File: src/rtl/column_plot_responder.sv
// Per-column pixel store for the plotter: a 4-phase write handshake into a
// private column memory, a clear sweep, and an independent two-stage scanout read port.
module column_plot_responder #(
    parameter int N_ROWS  = 480,
    parameter int ROW_W   = 10,
    parameter int COLOR_W = 8
) (
    input  logic               clock,
    input  logic               reset,
    input  logic               col_select,
    input  logic [ROW_W-1:0]   row_select,
    input  logic [COLOR_W-1:0] pixel_color,
    output logic               return_sig,
    input  logic               clear_req,
    output logic               clear_done,
    input  logic               vga_read_en,
    input  logic [ROW_W-1:0]   vga_row,
    output logic [COLOR_W-1:0] vga_pixel,
    output logic               vga_valid,
    output logic               oob_err,
    output logic [15:0]        write_count
);

    localparam logic [ROW_W:0]   ROW_LIMIT = (ROW_W+1)'(N_ROWS);
    localparam logic [ROW_W-1:0] LAST_ROW  = ROW_W'(N_ROWS - 1);

    typedef enum logic [1:0] {
        S_IDLE,
        S_ACK,
        S_DROP,
        S_CLEAR
    } state_t;

    state_t             state_reg, state_next;
    logic [ROW_W-1:0]   sweep_reg, sweep_next;
    logic               pending_reg, pending_next;
    logic               return_reg, return_next;
    logic               clear_done_reg, clear_done_next;
    logic               oob_reg, oob_next;
    logic [15:0]        count_reg, count_next;

    logic               mem_we;
    logic [ROW_W-1:0]   mem_waddr;
    logic [COLOR_W-1:0] mem_wdata;
    logic [COLOR_W-1:0] mem [N_ROWS];

    logic               row_in_range;
    logic               vga_in_range;

    assign row_in_range = ({1'b0, row_select} < ROW_LIMIT);
    assign vga_in_range = ({1'b0, vga_row} < ROW_LIMIT);

    always_ff @(posedge clock) begin
        if (reset) begin
            state_reg      <= S_IDLE;
            sweep_reg      <= '0;
            pending_reg    <= 1'b0;
            return_reg     <= 1'b0;
            clear_done_reg <= 1'b0;
            oob_reg        <= 1'b0;
            count_reg      <= '0;
        end else begin
            state_reg      <= state_next;
            sweep_reg      <= sweep_next;
            pending_reg    <= pending_next;
            return_reg     <= return_next;
            clear_done_reg <= clear_done_next;
            oob_reg        <= oob_next;
            count_reg      <= count_next;
        end
    end

    always_comb begin
        state_next      = state_reg;
        sweep_next      = sweep_reg;
        pending_next    = pending_reg | clear_req;
        return_next     = return_reg;
        clear_done_next = 1'b0;
        oob_next        = oob_reg;
        count_next      = count_reg;
        mem_we          = 1'b0;
        mem_waddr       = row_select;
        mem_wdata       = pixel_color;

        case (state_reg)
            S_IDLE: begin
                // A pending or fresh clear wins over a plot request in the same cycle.
                if (pending_reg || clear_req) begin
                    state_next   = S_CLEAR;
                    sweep_next   = '0;
                    pending_next = 1'b0;
                end else if (col_select) begin
                    state_next = S_ACK;
                    if (row_in_range) begin
                        mem_we     = 1'b1;
                        count_next = count_reg + 16'd1;
                    end else begin
                        oob_next = 1'b1;
                    end
                end
            end
            S_ACK: begin
                return_next = 1'b1;
                state_next  = S_DROP;
            end
            S_DROP: begin
                if (!col_select) begin
                    return_next = 1'b0;
                    state_next  = S_IDLE;
                end
            end
            S_CLEAR: begin
                mem_we    = 1'b1;
                mem_waddr = sweep_reg;
                mem_wdata = '0;
                if (sweep_reg == LAST_ROW) begin
                    clear_done_next = 1'b1;
                    state_next      = S_IDLE;
                end else begin
                    sweep_next = sweep_reg + 1'b1;
                end
            end
            default: state_next = S_IDLE;
        endcase
    end

    // Memory is deliberately outside the reset domain so contents survive reset.
    always_ff @(posedge clock) begin
        if (mem_we) begin
            mem[mem_waddr] <= mem_wdata;
        end
    end

    logic               rd_en_reg;
    logic [ROW_W-1:0]   rd_addr_reg;
    logic               rd_oob_reg;
    logic               vga_valid_reg;
    logic [COLOR_W-1:0] vga_pixel_reg;

    // Stage 1 captures the address; stage 2 reads the array, so a write on
    // the same edge is seen as old data.
    always_ff @(posedge clock) begin
        if (reset) begin
            rd_en_reg     <= 1'b0;
            rd_addr_reg   <= '0;
            rd_oob_reg    <= 1'b0;
            vga_valid_reg <= 1'b0;
            vga_pixel_reg <= '0;
        end else begin
            rd_en_reg     <= vga_read_en;
            vga_valid_reg <= rd_en_reg;
            if (vga_read_en) begin
                rd_addr_reg <= vga_in_range ? vga_row : '0;
                rd_oob_reg  <= !vga_in_range;
            end
            if (rd_en_reg) begin
                vga_pixel_reg <= rd_oob_reg ? '0 : mem[rd_addr_reg];
            end
        end
    end

    assign return_sig  = return_reg;
    assign clear_done  = clear_done_reg;
    assign oob_err     = oob_reg;
    assign write_count = count_reg;
    assign vga_valid   = vga_valid_reg;
    assign vga_pixel   = vga_pixel_reg;

endmodule

File: config.mk
export PLATFORM = sky130hd
export DESIGN_NAME = column_plot_responder
export DESIGN_NICKNAME = d
export VERILOG_FILES = /design/src/rtl/column_plot_responder.sv
export SDC_FILE = /design/constraint.sdc
export NUM_CORES = 2
export LEC_CHECK = 0
export BUFFER_PORTS_ARGS = -buffer_cell sky130_fd_sc_hd__buf_4
export CAP_MARGIN = 25
export CORE_ASPECT_RATIO = 1.4
export CORE_MARGIN = 2
export CORE_UTILIZATION = 25
export CTS_CLUSTER_SIZE = 12
export DETAILED_ROUTE_END_ITERATION = 16
export GPL_ROUTABILITY_DRIVEN = 0
export PLACE_DENSITY = 0.41
export SYNTH_ARGS = -nofsm -noshare
export SYNTH_HDL_FRONTEND = slang
export SYNTH_SLANG_ARGS = --single-unit
File: constraint.sdc
create_clock -name clock -period 49.7 [get_ports clock]
set_clock_uncertainty 0.05 [all_clocks]
set_input_delay 4.97 -clock clock [delete_from_list [all_inputs] [get_ports clock]]
set_output_delay 4.97 -clock clock [all_outputs]
set_load 0.02 [all_outputs]
==> flow_metrics.py <==
metrics = {
    "power": {
        "power_frac_seq_pct": 52.7,
        "power.internal_uw": 5380,
        "p_sw_uw": 1720,
        "totalPowerFinal_uw": 7100,
        "vdd_drop_max_uv": 28.9,
        "p_clk_share_pct": 40.0,
        "switching_share_pct": 24.2,
        "power_leakage_uw": 0.0509,
        "power_frac_comb_pct": 7.3,
        "p_per_area_mw_per_mm2": 40.7,
    },
    "drt": {
        "via_per_inst": 4.86,
        "wl_mm": 560,
        "drcViolationCount": 0,
        "drtIter0Drc": 8367,
        "drt-pass1-iter-count": 6,
        "antenna_left": 0,
        "routedWlPerCell_um": 35.7,
        "vias": 76400,
    },
    "cts": {
        "root_buffer": "clkbuf_16",
        "hold_buffers": 0,
        "cts_sinks": 3901,
        "clkSlewWorstSetupHoldPaths_ns": 0.06,
        "cts_tree": "done",
        "cts_buffer_depth": 4,
        "ctsResizeCount": 0,
        "htree_levels": 5,
        "insertion_delay_ns": 1.01,
        "numCtsBuffers": 396,
        "post-cts-setup-buffers": 0,
    },
    "yosys": {
        "synth_top_area_share_pct": 76.0,
        "ys_warn_count": 0,
        "syn-cell-area_mm2": 0.152,
        "synth_flop_cell": "edfxtp_1",
        "ys_types": 81,
        "synth.largest_area_cell": "edfxtp_1",
        "yosysSeqAreaShare_pct": 76.8,
        "synth_seq_cells": 3901,
        "synth_cells": 7176,
        "async_reset_ff_share_pct": 0,
        "synth_area_leaders": "edfxtp_1 (76%), mux4_2 (14%), nor2_1 (1.5%), mux2i_1 (1.5%), dfxtp_1 (0.80%)",
        "synth.most_common_cell": "edfxtp_1",
        "synth_common_cells": "edfxtp_1 (3,840), mux4_2 (958), nor2_1 (599), mux2i_1 (223), nand2_1 (214)",
        "syn_nets": 7215,
        "synth_edf_count": 3840,
        "synth_area_per_cell_um2": 21.1,
    },
    "sta": {
        "finalHoldViolations": 0,
        "finalCritPeriodShare_pct": 17.5,
        "maxSlewHeadroom_pct": 16.9,
        "rsz0062_at_grt": "false",
        "finalMaxSlewViolations": 0,
        "setup_tns_ns": 0,
        "setup_ws_ns": 40.98,
        "finalCriticalPeriod_ns": 8.72,
        "fmax_mhz": 115,
        "hold_slack_ns": 0.437,
        "setup_viol": 0,
        "worst_slew_pin_slew_ns": 1.25,
    },
    "worst_setup_path": {
        "cp-startpoint": "row_select[8]",
        "cp.arrival_ns": 9.27,
        "worstSetupEndpoint": "mem[138][6]$_DFFE_PP_",
        "critPathRequiredTime_ns": 50.25,
        "r2r_end": "vga_pixel[5]$_SDFFE_PP0P_",
        "crit_buf_inv": 3,
        "cp-end-kind": "flip-flop",
        "crit_cells": 10,
        "cp_top_family": "simple AND/OR/NAND/NOR gates",
        "crit_path_cell_trace": "buf_4, a41oi_2, buf_4, and3_1, nand3_1, a21boi_0, nor2_1, nand2_4, buf_4, nor2_1",
        "crit_fanout": 16,
        "worst_r2r_path_depth": 11,
        "setup.worst_path.start_class": "input pin",
        "max_stage_delay_ns": 0.77,
        "ff2ff_setup_slack_ns": 42.43,
        "crit_type": "input pin to flip-flop",
        "cp_slowest_cell": "nor2_1",
        "crit_top_cell": "buf_4",
    },
    "floorplan": {
        "die_x_um": 662,
        "core-area_mm2": 0.605,
        "placementRows": 338,
        "die-area_mm2": 0.613,
        "die_h_um": 926,
        "ioPinCount": 61,
        "initial_core_util_pct": 25.1,
    },
    "global_route": {
        "grt_max_degree": 136,
        "grt_pass1_wl_mm": 748,
        "first_global_vias": 79800,
        "antenna_found_initial": 43,
        "track_usage_pct": 17.9,
        "grt_overflow": 0,
    },
    "finish": {
        "largest_register_ffs": 3840,
        "area_growth_pct": 14.9,
        "fill_cells": 59000,
        "final_core_util_pct": 28.8,
        "nNetsFinal": 7493,
        "drive_gt1_share_pct": 24.0,
    },
    "placement": {
        "numPortBuffers": 60,
        "dp_hpwl_mm": 359,
        "pre_cts_ws_ns": 39.91,
    },
    "min_path": {
        "hold_class": "flip-flop to flip-flop",
    },
    "status": {
        "status": "complete, no violations",
    },
    "flow_run": {
        "maxCapViolCount": 0,
    },
}
-- final cells by class --
| cell class | count | area [um2] | area share (%) |
|---|---|---|---|
| Tap cell | 7990 | 10000 | 5.74 |
| Clock buffer | 523 | 10600 | 6.05 |
| Clock inverter | 129 | 1220 | 0.698 |
| Inverter | 18 | 80.1 | 0.0459 |
| Timing Repair Buffer | 314 | 2690 | 1.54 |
| Sequential cell | 3901 | 117000 | 66.9 |
| Multi-Input combinational cell | 2823 | 33200 | 19.0 |
| Antenna cell | 13 | 32.5 | 0.0187 |
-- through the flow --
step,cell area (um2),instances
3_3_place_gp,162000,15000
2_1_floorplan,152000,7176
3_5_place_dp,162000,15000
4_1_cts,174000,15700
5_1_grt,174000,15700
6_report,174000,15700
-- cell families (layout without fill, tap and decap cells) --
| kind of cell | after synthesis | count (layout) | synth area share (%) |
|---|---|---|---|
| mux | 1208 | 1208 | 15.9 |
| fa+ha+maj | 6 | 6 | 0.0495 |
| flops | 3901 | 3901 | 76.8 |
| compound gates | 527 | 527 | 2.50 |
| xor+xnor | 19 | 19 | 0.110 |
| buf+inv | 452 | 984 | 1.59 |
| simple gates | 1063 | 1063 | 3.01 |
| other cells | 0 | 13 | 0 |
-- power groups by stage --
stage	clock network [uW]	registers [uW]	logic, uW
after global routing	3020	3740	542
after detailed placement	0	3810	535
after global placement	0	3810	538
final	2840	3740	519
after CTS	2900	3740	534
after floorplan	0	3900	218
-- cells in the final DEF, fill, tap and decap left out, types with 14 or more instances in the layout --
| cell | instances |
|---|---|
| clkbuf_16 | 400 |
| nand4_1 | 19 |
| a21oi_1 | 88 |
| mux2_2 | 22 |
| nor4_1 | 14 |
| nand2_1 | 196 |
| nand3_1 | 39 |
| clkbuf_1 | 115 |
| a22o_1 | 19 |
| a221oi_1 | 24 |
| dfxtp_1 | 53 |
| o21ai_0 | 48 |
| nor2_1 | 591 |
| a22oi_1 | 93 |
| buf_12 | 18 |
| a31oi_1 | 17 |
| mux4_2 | 958 |
| o22ai_1 | 36 |
| a2111oi_0 | 14 |
| mux2i_1 | 223 |
| a211oi_1 | 52 |
| nor2b_1 | 52 |
| clkinv_1 | 64 |
| o221ai_1 | 15 |
| nor3_1 | 35 |
| clkinv_2 | 22 |
| edfxtp_1 | 3840 |
| and2_1 | 18 |
| o211ai_1 | 14 |
| buf_4 | 284 |
-- per-layer routing --
| layer | wire length (um) | global-route usage (%) | vias to the layer above |
|---|---|---|---|
| li1 | - | - | 30400 |
| met1 | 215000 | 21.8 | 42400 |
| met2 | 289000 | 31.7 | 2839 |
| met3 | 28800 | 2.37 | 723 |
| met4 | 27700 | 7.67 | 8 |
| met5 | 49 | 0 | - |
-- how the worst min path moves through the flow --
stage / startpoint / endpoint / slack, ns / depth (start not counted)
floorplan: rd_oob_reg$_SDFFE_PP0P_ / rd_oob_reg$_SDFFE_PP0P_ / 0.40 / 2
global placement: state_reg[1]$_SDFFE_PP0P_ / state_reg[1]$_SDFFE_PP0P_ / 0.43 / 2
detailed placement: oob_err$_SDFFE_PP0P_ / oob_err$_SDFFE_PP0P_ / 0.42 / 2
CTS: pending_reg$_SDFF_PP0_ / pending_reg$_SDFF_PP0_ / 0.44 / 2
global route: pending_reg$_SDFF_PP0_ / pending_reg$_SDFF_PP0_ / 0.45 / 2
finish: pending_reg$_SDFF_PP0_ / pending_reg$_SDFF_PP0_ / 0.44 / 2
-- worst min-delay path, stage by stage, from the launching register on --
cell,delay [ns]
dfxtp_1,0.31
nor2_1,0.09
nor3_1,0.05
Note: power is estimated with default switching activity, not from simulation.
